$ cat config.mk
export PLATFORM = sky130hd
export DESIGN_NAME = rf_writeback_unit
export DESIGN_NICKNAME = d
export VERILOG_FILES = /design/src/rtl/rf_writeback_unit.sv
export SDC_FILE = /design/constraint.sdc
export NUM_CORES = 1
export LEC_CHECK = 0
export ABC_AREA = 0
export BUFFER_PORTS_ARGS = -buffer_cell sky130_fd_sc_hd__buf_2
export CAP_MARGIN = 20
export CORE_ASPECT_RATIO = 0.7
export CORE_MARGIN = 2
export CORE_UTILIZATION = 41
export CTS_CLUSTER_SIZE = 14
export DETAILED_ROUTE_END_ITERATION = 8
export PLACE_DENSITY = 0.74
export RECOVER_POWER = 50
export SLEW_MARGIN = 20
export SYNTH_ARGS = -nofsm -noshare
export SYNTH_HDL_FRONTEND = slang
export SYNTH_SLANG_ARGS = --single-unit
export TNS_END_PERCENT = 30
$ cat constraint.sdc
create_clock -name clk -period 9.5 [get_ports clk]
set_input_delay 2.85 -clock clk [delete_from_list [all_inputs] [get_ports clk]]
set_output_delay 2.85 -clock clk [all_outputs]
set_load 0.01 [all_outputs]
$ cat src/rtl/rf_writeback_unit.sv
// Register-file write-port arbiter: merges ALU results and queued/bypassed MDU results,
// and keeps a busy scoreboard of in-flight MDU destinations for decode-stage hazard stalls.
module rf_writeback_unit #(
    parameter int XLEN           = 32,
    parameter int MDU_FIFO_DEPTH = 2
) (
    input  logic                              clk,
    input  logic                              reset,
    input  logic                              alu_wb_en,
    input  logic [4:0]                        alu_wb_rd,
    input  logic [XLEN-1:0]                   alu_wb_data,
    input  logic                              mdu_wb_valid,
    output logic                              mdu_wb_ready,
    input  logic [4:0]                        mdu_wb_rd,
    input  logic [XLEN-1:0]                   mdu_wb_data,
    input  logic                              issue_mdu_en,
    input  logic [4:0]                        issue_rd,
    input  logic                              chk_rs1_en,
    input  logic [4:0]                        chk_rs1_address,
    input  logic                              chk_rs2_en,
    input  logic [4:0]                        chk_rs2_address,
    input  logic                              chk_rd_en,
    input  logic [4:0]                        chk_rd_address,
    output logic                              stall_reg_rd,
    output logic                              wr_rd_en,
    output logic [4:0]                        rd_adress,
    output logic [XLEN-1:0]                   rd_data,
    output logic [$clog2(MDU_FIFO_DEPTH):0]   mdu_fifo_count
);

    localparam int PW = $clog2(MDU_FIFO_DEPTH);
    localparam int CW = PW + 1;

    logic [XLEN-1:0] fifo_data_q [MDU_FIFO_DEPTH];
    logic [4:0]      fifo_rd_q   [MDU_FIFO_DEPTH];
    logic [PW-1:0]   wr_ptr_q, wr_ptr_d;
    logic [PW-1:0]   rd_ptr_q, rd_ptr_d;
    logic [CW-1:0]   count_q, count_d;

    logic [31:0]     busy_q, busy_d;

    logic            wr_en_q, wr_en_d;
    logic [4:0]      wr_addr_q, wr_addr_d;
    logic [XLEN-1:0] wr_data_q, wr_data_d;

    logic            fifo_empty, fifo_full;
    logic            deq, bypass, enq;
    logic            sel_valid;
    logic [4:0]      sel_rd;
    logic [XLEN-1:0] sel_data;
    logic            mdu_loaded;
    logic [4:0]      mdu_loaded_rd;

    assign fifo_empty = (count_q == '0);
    assign fifo_full  = (count_q == CW'(MDU_FIFO_DEPTH));

    // ALU has absolute priority; the queue head beats a fresh MDU result so order is kept.
    assign deq          = !alu_wb_en && !fifo_empty;
    assign bypass       = !alu_wb_en && fifo_empty && mdu_wb_valid;
    assign mdu_wb_ready = !fifo_full || deq;
    assign enq          = mdu_wb_valid && mdu_wb_ready && !bypass;

    always_comb begin
        sel_valid     = 1'b0;
        sel_rd        = 5'd0;
        sel_data      = '0;
        mdu_loaded    = 1'b0;
        mdu_loaded_rd = 5'd0;
        if (alu_wb_en) begin
            sel_valid = 1'b1;
            sel_rd    = alu_wb_rd;
            sel_data  = alu_wb_data;
        end else if (deq) begin
            sel_valid     = 1'b1;
            sel_rd        = fifo_rd_q[rd_ptr_q];
            sel_data      = fifo_data_q[rd_ptr_q];
            mdu_loaded    = 1'b1;
            mdu_loaded_rd = fifo_rd_q[rd_ptr_q];
        end else if (bypass) begin
            sel_valid     = 1'b1;
            sel_rd        = mdu_wb_rd;
            sel_data      = mdu_wb_data;
            mdu_loaded    = 1'b1;
            mdu_loaded_rd = mdu_wb_rd;
        end
    end

    always_comb begin
        wr_en_d   = 1'b0;
        wr_addr_d = 5'd0;
        wr_data_d = '0;
        if (sel_valid && (sel_rd != 5'd0)) begin
            wr_en_d   = 1'b1;
            wr_addr_d = sel_rd;
            wr_data_d = sel_data;
        end
    end

    always_comb begin
        wr_ptr_d = wr_ptr_q;
        rd_ptr_d = rd_ptr_q;
        count_d  = count_q;
        if (enq) wr_ptr_d = wr_ptr_q + PW'(1);
        if (deq) rd_ptr_d = rd_ptr_q + PW'(1);
        case ({enq, deq})
            2'b10:   count_d = count_q + CW'(1);
            2'b01:   count_d = count_q - CW'(1);
            default: count_d = count_q;
        endcase
    end

    // Set is applied after clear so a same-cycle reissue to the same rd stays busy.
    always_comb begin
        busy_d = busy_q;
        if (mdu_loaded) busy_d[mdu_loaded_rd] = 1'b0;
        if (issue_mdu_en) busy_d[issue_rd] = 1'b1;
        busy_d[0] = 1'b0;
    end

    always_ff @(posedge clk or negedge reset) begin
        if (!reset) begin
            wr_ptr_q  <= '0;
            rd_ptr_q  <= '0;
            count_q   <= '0;
            busy_q    <= '0;
            wr_en_q   <= 1'b0;
            wr_addr_q <= 5'd0;
            wr_data_q <= '0;
        end else begin
            wr_ptr_q  <= wr_ptr_d;
            rd_ptr_q  <= rd_ptr_d;
            count_q   <= count_d;
            busy_q    <= busy_d;
            wr_en_q   <= wr_en_d;
            wr_addr_q <= wr_addr_d;
            wr_data_q <= wr_data_d;
        end
    end

    always_ff @(posedge clk) begin
        if (enq) begin
            fifo_data_q[wr_ptr_q] <= mdu_wb_data;
            fifo_rd_q[wr_ptr_q]   <= mdu_wb_rd;
        end
    end

    assign stall_reg_rd = (chk_rs1_en && busy_q[chk_rs1_address])
                        | (chk_rs2_en && busy_q[chk_rs2_address])
                        | (chk_rd_en  && busy_q[chk_rd_address])
                        | (issue_mdu_en && fifo_full);

    assign wr_rd_en       = wr_en_q;
    assign rd_adress      = wr_addr_q;
    assign rd_data        = wr_data_q;
    assign mdu_fifo_count = count_q;

endmodule

==> results of run 1 <==
==> worst max-delay path, delay by kind of cell <==
family / cells / cell delay, ns
multiplexers: 2 / 1.03
AO/OA/AOI/OAI: 1 / 0.07
AND/OR/NAND/NOR: 2 / 0.65
buffers and inverters: 2 / 0.37
==> area by class of cell <==
type                    instances  area [µm²]  area share
clock inverters                14       175.2     0.02105
clock buffers                  18       429.2     0.05156
repair buffers                149       688.2     0.08268
diodes                          2       5.005   0.0006013
multi-input cells             377        2656      0.3192
well taps                     225       281.5     0.03382
inverters                      10       37.54    0.004510
flip-flops and latches        147        4050      0.4866
==> path summary, 6_finish.rpt <==
check / end / slack, ns / startpoint / cells after the start
setup / recovery: stall_reg_rd / 1.67 / chk_rs1_address[0] / 7
hold / removal: wr_ptr_q / 0.57 / wr_ptr_q / 1
setup reg to reg: rd_data[0] / 6.45 / rd_ptr_q / 7
hold reg to reg: wr_ptr_q / 0.57 / wr_ptr_q / 1
max in group asynchronous: rd_ptr_q / 3.01 / reset / 1
min in group asynchronous: busy_q[14] / 3.89 / reset / 1
==> kinds of logic after synthesis <==
family	synth area share
compound gates	0.1512
flops	0.5887
simple gates	0.08714
mux	0.1350
buf+inv	0.02856
xor+xnor	0.007640
fa+ha+maj	0.001819
==> power by group <==
part           internal (mW)  switching (mW)
registers              0.886           0.162
clock network          0.417           0.267
logic                  0.321           0.433
total                   1.62           0.862
==> cells in the mapped netlist, drive strengths merged, types with 4 or more instances <==
cell,number,area share
a211oi,28,0.031
xnor2,4,0.0051
inv,10,0.0055
mux4,16,0.056
dfrtp,73,0.27
clkbuf,20,0.012
o21ai,69,0.050
or3,4,0.0036
edfxtp,74,0.32
nor3,4,0.0045
mux2i,41,0.060
buf,14,0.011
a21oi,62,0.045
nand3,9,0.0065
mux2,12,0.020
nand2,28,0.015
nor2,48,0.026
nor2b,9,0.0082
nand2b,4,0.0036
nand3b,5,0.0055
==> flip-flops by register name (all words and copies together) (netlist names) <==
name / count
rd_adress: 5
rd_ptr_q: 1
rd_data: 32
fifo_data_q: 64
wr_ptr_q: 1
fifo_rd_q: 10
busy_q: 31
wr_rd_en: 1
mdu_fifo_count: 2
==> metrics by stage <==
step | util | worst slack (ns)
finish | 0.5091 | 1.667
global route | 0.5088 | 1.586
CTS | 0.5129 | 1.679
detailed placement | 0.4759 | 1.677
global placement | 0.4759 | 1.677
floorplan | - | 2.000
==> layer usage <==
layer  share of wire  up-vias
li1                -     2422
met5               0        -
met2            0.44      227
met1            0.45     2507
met3           0.086       23
met4           0.018        0
==> impl_metrics.prom, run 1 <==
# TYPE chip_impl_metric gauge
chip_impl_info{name="run_status",value="complete, but fails checks"} 1
chip_impl_info{name="failed_checks",value="max-capacitance violations, max-slew violations"} 1
chip_impl_metric{name="clkTransAtPathRegs",unit="ns"} 0.06
chip_impl_metric{name="fin_crit_sh",unit=""} 0.8246
chip_impl_metric{name="post_cts_resized",unit=""} 0
chip_impl_metric{name="critical_path.max_stage_delay",unit="ns"} 0.58
chip_impl_metric{name="netlist-cell-type-count",unit=""} 52
chip_impl_info{name="layout.cells.most_common_list",value="buf_2 (85), edfxtp_1 (74), dfrtp_1 (72), o21ai_0 (69), a21oi_1 (62)"} 1
chip_impl_metric{name="total_power",unit="mW"} 2.485
chip_impl_metric{name="finalSetupViolations",unit=""} 0
chip_impl_metric{name="p_leak",unit="nW"} 3.295
chip_impl_metric{name="cts.sinks",unit=""} 147
chip_impl_info{name="setup.worst_path.class",value="in2out"} 1
chip_impl_metric{name="maximum_number_of_pins_on_one_net_before_global_route_repair",unit=""} 76
chip_impl_metric{name="grt.total_usage",unit=""} 0.1983
chip_impl_metric{name="post_layout_nonfiller_instances",unit=""} 942
chip_impl_metric{name="initial_core_util",unit=""} 0.4207
chip_impl_metric{name="detailed_place.area",unit="µm²"} 7780
chip_impl_metric{name="placed_cells_incl_taps",unit=""} 908
chip_impl_metric{name="first_pass_iters",unit=""} 6
chip_impl_metric{name="clock.fmax",unit="MHz"} 127.7
chip_impl_metric{name="drc_viols",unit=""} 0
chip_impl_metric{name="ioPinCount",unit=""} 144
chip_impl_info{name="cp_common_cell",value="buf_2"} 1
chip_impl_metric{name="design.die.area",unit="µm²"} 17840
chip_impl_metric{name="required",unit="ns"} 6.65
chip_impl_info{name="tritoncts",value="done"} 1
chip_impl_metric{name="syn-cell-area",unit="µm²"} 6878
chip_impl_info{name="final_common_cell",value="buf_2"} 1
chip_impl_metric{name="ys_async_sr_fraction",unit=""} 0.4966
chip_impl_info{name="crit_path_top_delay_cell",value="mux4_1"} 1
chip_impl_metric{name="global_route_wire_length_before_repair",unit="mm"} 27.35
chip_impl_metric{name="total_of_warnings_raised_by_yosys",unit=""} 0
chip_impl_metric{name="setup_total_negative_slack",unit="ns"} 0
chip_impl_metric{name="sum_of_routed_wire_length_over_all_layers",unit="mm"} 17.57
chip_impl_metric{name="worst_supply_voltage_drop_on_vdd",unit="µV"} 147.0
chip_impl_metric{name="period_minus_slack",unit="ns"} 7.833
chip_impl_metric{name="dp_hpwl",unit="mm"} 11.80
chip_impl_metric{name="finalInstanceArea",unit="µm²"} 8323
chip_impl_metric{name="dieWidth",unit="µm"} 158.8
chip_impl_metric{name="layout.nets",unit=""} 805
chip_impl_metric{name="cts_inserted_buffers",unit=""} 17
chip_impl_metric{name="num-fill-cells",unit=""} 1455
chip_impl_metric{name="syn-num-nets",unit=""} 671
chip_impl_metric{name="cp.arrival",unit="ns"} 4.98
chip_impl_metric{name="cts_hold_repair.buffers",unit=""} 0
chip_impl_metric{name="syn_inst",unit=""} 568
chip_impl_metric{name="gr-usage-met2",unit=""} 0.2900
chip_impl_info{name="rsz0062_at_grt",value="no"} 1
chip_impl_metric{name="port-buffer-count",unit=""} 143
chip_impl_info{name="type_of_the_tightest_min_delay_check",value="reg2reg"} 1
chip_impl_metric{name="chip_height",unit="µm"} 112.4
chip_impl_metric{name="final.setup_skew",unit="ns"} 0.008377
chip_impl_info{name="path_cells",value="buf_2 -> mux4_1 -> mux4_2 -> nor2_1 -> a31oi_1 -> or4_1 -> buf_2"} 1
chip_impl_metric{name="clk-insertion-delay-late",unit="ns"} 0.41
chip_impl_metric{name="power_per_cell_area",unit="nW/µm²"} 298.6
chip_impl_metric{name="fin_worst_hold_slack",unit="ns"} 0.5675
chip_impl_metric{name="max_clock_buf_depth",unit=""} 2
chip_impl_metric{name="dr_total_vias",unit=""} 5179
chip_impl_metric{name="post_cts_buffers",unit=""} 0
chip_impl_metric{name="post_route_cells_drive_above_1_share",unit=""} 0.2154
chip_impl_metric{name="slew_headroom",unit=""} -1.747
chip_impl_metric{name="globalRouteMet1Util",unit=""} 0.2795
chip_impl_info{name="start_kind",value="primary input"} 1
chip_impl_metric{name="antenna_left",unit=""} 0
chip_impl_info{name="worstSetupEndpointType",value="primary output"} 1
chip_impl_metric{name="count_of_flip_flops_with_a_built_in_enable_after_synthesis",unit=""} 74
chip_impl_metric{name="slew_viol_final",unit=""} 74
chip_impl_metric{name="drt-wirelength-per-cell",unit="µm"} 18.65
chip_impl_metric{name="gr-usage-met3",unit=""} 0.05987
chip_impl_metric{name="final_weighted_congestion_of_routability_driven_global_placement",unit=""} 0.9159
chip_impl_info{name="ctsRootBufferMaster",value="clkbuf_16"} 1
chip_impl_metric{name="core",unit="µm²"} 16350
chip_impl_metric{name="synth_seq_cells",unit=""} 147
chip_impl_metric{name="syn_area_per_cell",unit="µm²"} 12.11
chip_impl_metric{name="drc_marker_count_from_the_first_detailed_route_iteration",unit=""} 376
chip_impl_info{name="dominantRegCellSynth",value="edfxtp_1"} 1
chip_impl_metric{name="sequential_share_of_the_synthesized_area",unit=""} 0.5887
chip_impl_metric{name="gr-total-overflow",unit=""} 0
chip_impl_metric{name="post_drt_via_cell_ratio",unit=""} 5.498
chip_impl_metric{name="final-hold-violation-count",unit=""} 0
chip_impl_metric{name="grt_pass1_vias",unit=""} 4993
chip_impl_metric{name="timing_worst_slew_pin_value",unit="ns"} 4.121
chip_impl_info{name="grt-busiest-layer",value="met2"} 1
chip_impl_metric{name="antenna_found_initial",unit=""} 0
chip_impl_metric{name="maxCapViolations",unit=""} 1
chip_impl_metric{name="row_count",unit=""} 39
chip_impl_metric{name="flow.area_growth_from_synthesis",unit="%"} 21.01
chip_impl_metric{name="worstPathMaxFanout",unit=""} 9
chip_impl_metric{name="htree_levels",unit=""} 4
No activity file was read; power rests on OpenSTA's default activity.
==> run 2: changes to the inputs <==
--- a/config.mk
+++ b/config.mk
@@ -5,7 +5,7 @@
 export SDC_FILE = /design/constraint.sdc
 export NUM_CORES = 1
 export LEC_CHECK = 0
-export ABC_AREA = 0
+export ABC_AREA = 1
 export BUFFER_PORTS_ARGS = -buffer_cell sky130_fd_sc_hd__buf_2
 export CAP_MARGIN = 20
 export CORE_ASPECT_RATIO = 0.7
@@ -13,7 +13,7 @@
 export CORE_UTILIZATION = 41
 export CTS_CLUSTER_SIZE = 14
 export DETAILED_ROUTE_END_ITERATION = 8
-export PLACE_DENSITY = 0.74
+export PLACE_DENSITY = 0.73
 export RECOVER_POWER = 50
 export SLEW_MARGIN = 20
 export SYNTH_ARGS = -nofsm -noshare
==> constraint.sdc (replaced) <==
create_clock -name clk -period 8.2 [get_ports clk]
set_input_delay 2.46 -clock clk [delete_from_list [all_inputs] [get_ports clk]]
set_output_delay 2.46 -clock clk [all_outputs]
set_load 0.01 [all_outputs]
==> run 2 against run 1 <==
  * The flow still finishes with violations (max-capacitance violations, max-slew violations)
  * Critical path depth rose by 6
  * Cell count increased by 29%
  * Clock-buffer cell count decreased by 1
  * Flip-flop and latch count unchanged
  * Register-to-register slack worse by 1.9 ns
  * Non-clock buffer count is 2 lower
  * Area after synthesis rose by 3.9%
  * Clock skew is 0.0019 ns higher
  * Sequential share of layout area down 1.4 points
  * Critical path type unchanged
  * Highest routed layer unchanged
==> impl_metrics.prom, run 2 <==
# TYPE chip_impl_metric gauge
chip_impl_info{name="run_status",value="complete, but fails checks"} 1
chip_impl_info{name="failed_checks",value="max-capacitance violations, max-slew violations"} 1
chip_impl_metric{name="num-fill-cells",unit=""} 1633
chip_impl_metric{name="sequential_share_of_the_synthesized_area",unit=""} 0.5668
chip_impl_metric{name="post_cts_buffers",unit=""} 0
chip_impl_info{name="synth_area_leaders",value="edfxtp_1 (31%), dfrtp_1 (26%), nand2_1 (12%), nand3_1 (7.1%), inv_1 (4.8%)"} 1
chip_impl_metric{name="dr_total_vias",unit=""} 6298
chip_impl_metric{name="slew_headroom",unit=""} -1.724
chip_impl_metric{name="postLayoutCoreUtil",unit=""} 0.5005
chip_impl_metric{name="slew_viol_final",unit=""} 100
chip_impl_metric{name="netlist-cell-type-count",unit=""} 33
chip_impl_metric{name="layout.nets",unit=""} 1070
chip_impl_metric{name="grt.total_usage",unit=""} 0.2318
chip_impl_metric{name="dp_hpwl",unit="mm"} 14.29
chip_impl_metric{name="clockPowerShare",unit=""} 0.264
chip_impl_metric{name="switching_part_of_the_total_power",unit=""} 0.3941
chip_impl_info{name="worstSetupEndpointType",value="primary output"} 1
chip_impl_metric{name="chip_height",unit="µm"} 114.4
chip_impl_metric{name="final_weighted_congestion_of_routability_driven_global_placement",unit=""} 1.003
chip_impl_metric{name="drc_marker_count_from_the_first_detailed_route_iteration",unit=""} 909
chip_impl_metric{name="netSwitchingPower",unit="mW"} 1.147
chip_impl_metric{name="core",unit="µm²"} 17120
chip_impl_info{name="crit_path_top_delay_cell",value="inv_1"} 1
chip_impl_metric{name="syn_area_per_cell",unit="µm²"} 8.555
chip_impl_metric{name="grt_pass1_vias",unit=""} 6002
chip_impl_metric{name="worstPathMaxFanout",unit=""} 18
chip_impl_metric{name="drt-wirelength-per-cell",unit="µm"} 17.33
chip_impl_metric{name="design.die.area",unit="µm²"} 18510
chip_impl_metric{name="cp.arrival",unit="ns"} 3.83
chip_impl_metric{name="cts_inserted_buffers",unit=""} 17
chip_impl_metric{name="syn-cell-area",unit="µm²"} 7143
chip_impl_metric{name="syn_inst",unit=""} 835
chip_impl_metric{name="fin_worst_hold_slack",unit="ns"} 0.5051
chip_impl_metric{name="htree_levels",unit=""} 4
chip_impl_metric{name="post_drt_via_cell_ratio",unit=""} 5.196
chip_impl_metric{name="critical_path.max_stage_delay",unit="ns"} 0.27
chip_impl_metric{name="synth-xor-area-share",unit=""} 0.004905
chip_impl_metric{name="required",unit="ns"} 5.74
chip_impl_metric{name="flow.area_growth_from_synthesis",unit="%"} 19.93
chip_impl_metric{name="synth_fa_ha_area_frac",unit=""} 0.001752
chip_impl_metric{name="setup_total_negative_slack",unit="ns"} 0
chip_impl_metric{name="maxCapViolations",unit=""} 2
chip_impl_metric{name="worst_supply_voltage_drop_on_vdd",unit="µV"} 148.5
chip_impl_info{name="layout.cells.most_common_list",value="nand2_1 (228), nand3_1 (101), inv_1 (91), buf_2 (85), nor2_1 (80)"} 1
chip_impl_metric{name="antenna_found_initial",unit=""} 1
chip_impl_info{name="synth.cells.most_frequent",value="nand2_1 (228), nand3_1 (101), inv_1 (91), nor2_1 (81), edfxtp_1 (74)"} 1
chip_impl_info{name="path_cells",value="buf_2 -> inv_1 -> nand2_1 -> nand3_1 -> nand2_1 -> nand2_1 -> nand3_1 -> nand3_1 -> nand3_1 -> nand2_1 -> inv_1 -> nand2_1 -> buf_2"} 1
chip_impl_metric{name="port-buffer-count",unit=""} 143
chip_impl_info{name="type_of_the_tightest_min_delay_check",value="reg2reg"} 1
chip_impl_metric{name="multi_input_area",unit="µm²"} 2567
chip_impl_info{name="cp_common_cell",value="nand2_1"} 1
chip_impl_metric{name="cts.sinks",unit=""} 147
chip_impl_metric{name="cts_hold_repair.buffers",unit=""} 0
chip_impl_metric{name="sum_of_routed_wire_length_over_all_layers",unit="mm"} 21.00
chip_impl_metric{name="final.setup_skew",unit="ns"} 0.01031
chip_impl_metric{name="largest_reg_flops",unit=""} 64
chip_impl_info{name="tritoncts",value="done"} 1
chip_impl_metric{name="finalInstanceArea",unit="µm²"} 8567
chip_impl_metric{name="synth.mux.area_fraction",unit=""} 0.001401
chip_impl_metric{name="regArea",unit="µm²"} 4049
chip_impl_metric{name="complex_gate_fraction_of_the_synthesized_area",unit=""} 0.09862
chip_impl_metric{name="initial_core_util",unit=""} 0.4173
chip_impl_info{name="start_kind",value="primary input"} 1
chip_impl_metric{name="global_route_wire_length_before_repair",unit="mm"} 32.83
chip_impl_metric{name="synth_seq_cells",unit=""} 147
chip_impl_metric{name="intPower",unit="mW"} 1.764
chip_impl_metric{name="clkTransAtPathRegs",unit="ns"} 0.06
chip_impl_metric{name="p_leak",unit="nW"} 3.924
chip_impl_metric{name="dieWidth",unit="µm"} 161.8
chip_impl_metric{name="total_power",unit="mW"} 2.911
chip_impl_metric{name="count_of_flip_flops_with_a_built_in_enable_after_synthesis",unit=""} 74
chip_impl_metric{name="comb_power_share",unit=""} 0.345
chip_impl_metric{name="power_per_cell_area",unit="nW/µm²"} 339.8
chip_impl_info{name="ctsRootBufferMaster",value="clkbuf_16"} 1
chip_impl_metric{name="syn-num-nets",unit=""} 938
chip_impl_metric{name="synth_largest_type_area_fraction",unit=""} 0.3111
chip_impl_metric{name="total_of_warnings_raised_by_yosys",unit=""} 0
chip_impl_info{name="setup.worst_path.class",value="in2out"} 1
chip_impl_info{name="yosys.cell_count.top_type",value="nand2_1"} 1
chip_impl_metric{name="maximum_number_of_pins_on_one_net_before_global_route_repair",unit=""} 74
chip_impl_metric{name="drc_viols",unit=""} 0
chip_impl_metric{name="ioPinCount",unit=""} 144
chip_impl_metric{name="p_seq_frac",unit=""} 0.391
chip_impl_metric{name="gr-total-overflow",unit=""} 0
chip_impl_metric{name="clk-insertion-delay-late",unit="ns"} 0.41
chip_impl_metric{name="clock.fmax",unit="MHz"} 159.0
chip_impl_metric{name="timing_worst_slew_pin_value",unit="ns"} 4.085
chip_impl_metric{name="post_cts_resized",unit=""} 0
chip_impl_info{name="dominantRegCellSynth",value="edfxtp_1"} 1
chip_impl_metric{name="period_minus_slack",unit="ns"} 6.287
chip_impl_metric{name="synthSimpleGateAreaFrac",unit=""} 0.2510
chip_impl_info{name="synth_top_cell_by_area",value="edfxtp_1"} 1
chip_impl_metric{name="ys_async_sr_fraction",unit=""} 0.4966
chip_impl_metric{name="first_pass_iters",unit=""} 7
chip_impl_info{name="rsz0062_at_grt",value="no"} 1
chip_impl_metric{name="row_count",unit=""} 40
chip_impl_metric{name="final-hold-violation-count",unit=""} 0
chip_impl_metric{name="post_route_cells_drive_above_1_share",unit=""} 0.1490
chip_impl_metric{name="finalSetupViolations",unit=""} 0
chip_impl_metric{name="detailed_place.area",unit="µm²"} 8031
chip_impl_metric{name="antenna_left",unit=""} 0
chip_impl_metric{name="max_clock_buf_depth",unit=""} 2
chip_impl_metric{name="fin_crit_sh",unit=""} 0.7668
chip_impl_info{name="top_register",value="fifo_data_q"} 1
chip_impl_info{name="final_common_cell",value="nand2_1"} 1
chip_impl_info{name="synth_top_family_by_area",value="simple AND/OR/NAND/NOR gates"} 1
## run 2: metal layers
layer / wire length, µm / track usage / up-vias
met4: 237 / 0.06077 / 0
met1: 9596 / 0.3340 / 2949
li1: - / - / 3023
met3: 2028 / 0.06700 / 24
met5: 0 / 0 / -
met2: 9138 / 0.3447 / 302
## run 2: final cells by class
class,instances,area share
flip-flops and latches,147,0.4726
clock inverters,15,0.01840
repair buffers,147,0.08091
diodes,1,0.0002921
multi-input cells,552,0.2997
clock buffers,17,0.04966
inverters,102,0.04469
well taps,231,0.03374
## run 2: power by group through the flow
stage	Sequential [mW]	Clock [mW]	Combinational, mW
final	1.14	0.769	1.01
after global routing	1.16	0.820	1.11
after CTS	1.13	0.781	0.994
after detailed placement	1.15	0	0.988
after global placement	1.14	0	0.978
after floorplan	1.17	0	0.587
## run 2: path summary, 6_finish.rpt
path	end	cells past startpoint	from	slack [ns]
max	stall_reg_rd	13	chk_rd_address[0]	1.91
min	busy_q[19]	2	busy_q[19]	0.51
max reg2reg	rd_data[18]	6	mdu_fifo_count[0]	4.51
min reg2reg	busy_q[19]	2	busy_q[19]	0.51
max in group asynchronous	busy_q[11]	1	reset	2.44
min in group asynchronous	rd_data[10]	1	reset	3.48
## run 2: worst max-delay path: cells and delay by family
kind | cells | cell delay [ns]
buffers and inverters | 4 | 0.70
and+or+nand+nor | 9 | 0.67
## run 2: per-stage QoR
step / setup WS (ns) / cells
final: 1.913 / 1212
after global routing: 1.598 / 1211
after CTS: 1.957 / 1210
after detailed placement: 1.953 / 1178
after global placement: 1.961 / 1178
after floorplan: 2.145 / 835
## run 2: cells by family (layout without fill, tap and decap cells)
logic type | Yosys count | count (layout)
AO/OA/AOI/OAI | 119 | 119
XOR/XNOR | 4 | 4
adder cells (fa/ha/maj) | 1 | 1
buffers and inverters | 136 | 281
flip-flops | 147 | 147
multiplexers | 1 | 1
other | 0 | 1
AND/OR/NAND/NOR | 427 | 427
==> run 3: changes to the inputs <==
--- a/config.mk
+++ b/config.mk
@@ -13,7 +13,7 @@
 export CORE_UTILIZATION = 41
 export CTS_CLUSTER_SIZE = 14
 export DETAILED_ROUTE_END_ITERATION = 8
-export PLACE_DENSITY = 0.73
+export PLACE_DENSITY = 0.76
 export RECOVER_POWER = 50
 export SLEW_MARGIN = 20
 export SYNTH_ARGS = -nofsm -noshare
==> constraint.sdc (replaced) <==
create_clock -name clk -period 5.45 [get_ports clk]
set_input_delay 1.635 -clock clk [delete_from_list [all_inputs] [get_ports clk]]
set_output_delay 1.635 -clock clk [all_outputs]
set_load 0.01 [all_outputs]
==> run 3 against run 2 <==
  * The flow still finishes with violations (max-capacitance violations, max-slew violations)
  * Final area is 0.18% lower
  * Core utilization is 0.088 points lower
  * Clock-buffer cell count is 1 higher
  * Sequential share of layout area is 0.083 points higher
  * Critical endpoint unchanged
==> impl_metrics.prom, run 3 (same netlist as run 2, synthesis figures left out) <==
# TYPE chip_impl_metric gauge
chip_impl_info{name="grt-busiest-layer",value="met2"} 1
chip_impl_metric{name="ioPinCount",unit=""} 144
chip_impl_metric{name="row_count",unit=""} 40
chip_impl_metric{name="largest_reg_flops",unit=""} 64
chip_impl_metric{name="cts_inserted_buffers",unit=""} 17
chip_impl_metric{name="fin_crit_sh",unit=""} 0.8606
chip_impl_metric{name="fin_worst_hold_slack",unit="ns"} 0.4946
chip_impl_metric{name="gr-usage-met3",unit=""} 0.07244
chip_impl_metric{name="multi_input_area",unit="µm²"} 2570
chip_impl_metric{name="post_layout_nonfiller_instances",unit=""} 1214
chip_impl_info{name="worstSetupEndpointType",value="primary output"} 1
chip_impl_metric{name="cp.arrival",unit="ns"} 3.06
chip_impl_info{name="hold_crit_start",value="busy_q[24]"} 1
chip_impl_info{name="type_of_the_tightest_min_delay_check",value="reg2reg"} 1
chip_impl_info{name="start_kind",value="primary input"} 1
chip_impl_metric{name="globalRouteMet1Util",unit=""} 0.3307
chip_impl_metric{name="max_clock_buf_depth",unit=""} 2
chip_impl_metric{name="placed_cells_incl_taps",unit=""} 1181
chip_impl_metric{name="final_weighted_congestion_of_routability_driven_global_placement",unit=""} 1.011
chip_impl_info{name="failed_checks",value="max-capacitance violations, max-slew violations"} 1
chip_impl_metric{name="initial_core_util",unit=""} 0.4173
chip_impl_metric{name="clkTransAtPathRegs",unit="ns"} 0.06
chip_impl_metric{name="layout.nets",unit=""} 1072
chip_impl_info{name="rsz0062_at_grt",value="no"} 1
chip_impl_metric{name="regArea",unit="µm²"} 4049
chip_impl_metric{name="worst_supply_voltage_drop_on_vdd",unit="µV"} 262.2
chip_impl_metric{name="post_drt_via_cell_ratio",unit=""} 5.235
chip_impl_metric{name="first_pass_iters",unit=""} 5
chip_impl_metric{name="grt_pass1_vias",unit=""} 5964
chip_impl_metric{name="timing_worst_slew_pin_value",unit="ns"} 1.887
chip_impl_info{name="top_register",value="fifo_data_q"} 1
chip_impl_metric{name="power_per_cell_area",unit="nW/µm²"} 506.0
chip_impl_metric{name="drc_marker_count_from_the_first_detailed_route_iteration",unit=""} 707
chip_impl_metric{name="slew_headroom",unit=""} -0.2581
chip_impl_metric{name="sum_of_routed_wire_length_over_all_layers",unit="mm"} 20.72
chip_impl_metric{name="worstPathMaxFanout",unit=""} 18
chip_impl_metric{name="htree_levels",unit=""} 4
chip_impl_metric{name="dr_total_vias",unit=""} 6355
chip_impl_metric{name="drc_viols",unit=""} 0
chip_impl_metric{name="grt.total_usage",unit=""} 0.2283
chip_impl_metric{name="gr-total-overflow",unit=""} 0
chip_impl_metric{name="post_cts_resized",unit=""} 0
chip_impl_metric{name="required",unit="ns"} 3.82
chip_impl_metric{name="finalSetupViolations",unit=""} 0
chip_impl_info{name="layout.cells.most_common_list",value="nand2_1 (228), nand3_1 (101), inv_1 (91), buf_2 (84), nor2_1 (79)"} 1
chip_impl_metric{name="port-buffer-count",unit=""} 143
chip_impl_metric{name="period_minus_slack",unit="ns"} 4.690
chip_impl_info{name="ctsRootBufferMaster",value="clkbuf_16"} 1
chip_impl_info{name="run_status",value="complete, but fails checks"} 1
chip_impl_metric{name="gr-usage-met2",unit=""} 0.3316
chip_impl_metric{name="design.die.area",unit="µm²"} 18510
chip_impl_metric{name="dp_hpwl",unit="mm"} 14.54
chip_impl_metric{name="maximum_number_of_pins_on_one_net_before_global_route_repair",unit=""} 74
chip_impl_metric{name="core",unit="µm²"} 17120
chip_impl_metric{name="final-hold-violation-count",unit=""} 0
chip_impl_metric{name="dieWidth",unit="µm"} 161.8
chip_impl_metric{name="cts.sinks",unit=""} 147
chip_impl_info{name="tritoncts",value="done"} 1
chip_impl_metric{name="num-fill-cells",unit=""} 1642
chip_impl_metric{name="clock.fmax",unit="MHz"} 213.2
chip_impl_metric{name="setup_total_negative_slack",unit="ns"} 0
chip_impl_metric{name="maxCapViolations",unit=""} 1
chip_impl_metric{name="post_cts_buffers",unit=""} 0
chip_impl_metric{name="antenna_left",unit=""} 0
chip_impl_info{name="setup.worst_path.class",value="in2out"} 1
chip_impl_metric{name="final.setup_skew",unit="ns"} 0.01253
chip_impl_metric{name="flow.area_growth_from_synthesis",unit="%"} 19.72
chip_impl_metric{name="chip_height",unit="µm"} 114.4
chip_impl_metric{name="post_route_cells_drive_above_1_share",unit=""} 0.1517
chip_impl_metric{name="p_leak",unit="nW"} 3.916
chip_impl_metric{name="antenna_found_initial",unit=""} 1
chip_impl_info{name="final_common_cell",value="nand2_1"} 1
chip_impl_info{name="crit-reg2reg-launch",value="rd_ptr_q"} 1
chip_impl_metric{name="cts_hold_repair.buffers",unit=""} 0
chip_impl_metric{name="slew_viol_final",unit=""} 74
chip_impl_info{name="crit_path_start",value="chk_rd_address[0]"} 1
chip_impl_metric{name="drt-wirelength-per-cell",unit="µm"} 17.06
chip_impl_metric{name="global_route_wire_length_before_repair",unit="mm"} 32.35
chip_impl_metric{name="clk-insertion-delay-late",unit="ns"} 0.42
run 3: area by class of cell:
type	instances	share of cell area
diodes	1	0.0002926
inverters	102	0.04477
clock buffers	18	0.05018
flip-flops and latches	147	0.4734
multi-input cells	552	0.3005
clock inverters	14	0.01653
repair buffers	149	0.08047
well taps	231	0.03380
run 3: final timing paths:
check	to	slack [ns]	cells after the start
worst max-delay path	stall_reg_rd	0.76	13
max in group asynchronous	wr_ptr_q	2.59	1
worst min-delay path	busy_q[24]	0.49	2
min in group asynchronous	rd_data[10]	1.72	1
worst min register to register	busy_q[24]	0.49	2
worst max register to register	rd_data[14]	2.56	9
run 3: power breakdown:
part	switching [mW]	leakage [nW]	internal (mW)
Clock	0.486	0.273	0.642
Combinational	1.03	2.09	0.442
Sequential	0.170	1.56	1.56
Total	1.69	3.92	2.64
run 3: per-layer routing:
layer,up-vias,part of all wire
met5,-,0
met4,0,0.015
met3,29,0.10
met2,298,0.43
met1,2996,0.46
li1,3032,-
run 3: critical path: stages:
cell	delay [ns]
buf_2	0.29
inv_1	0.29
nand2_1	0.12
nand3_1	0.07
nand2_1	0.09
nand2_1	0.05
nand3_1	0.07
nand3_1	0.08
nand3_1	0.09
nand2_1	0.05
inv_1	0.04
nand2_1	0.04
buf_2	0.13
run 3: metrics by stage:
stage	utilization	setup slack (ns)	area, µm²	total power, mW
floorplan	-	1.045	7143	2.644
global route	0.4995	0.5978	8549	4.590
global placement	0.4705	0.7968	8054	3.174
CTS	0.5039	0.8186	8625	4.340
detailed placement	0.4705	0.8156	8054	3.203
finish	0.4996	0.7595	8552	4.327
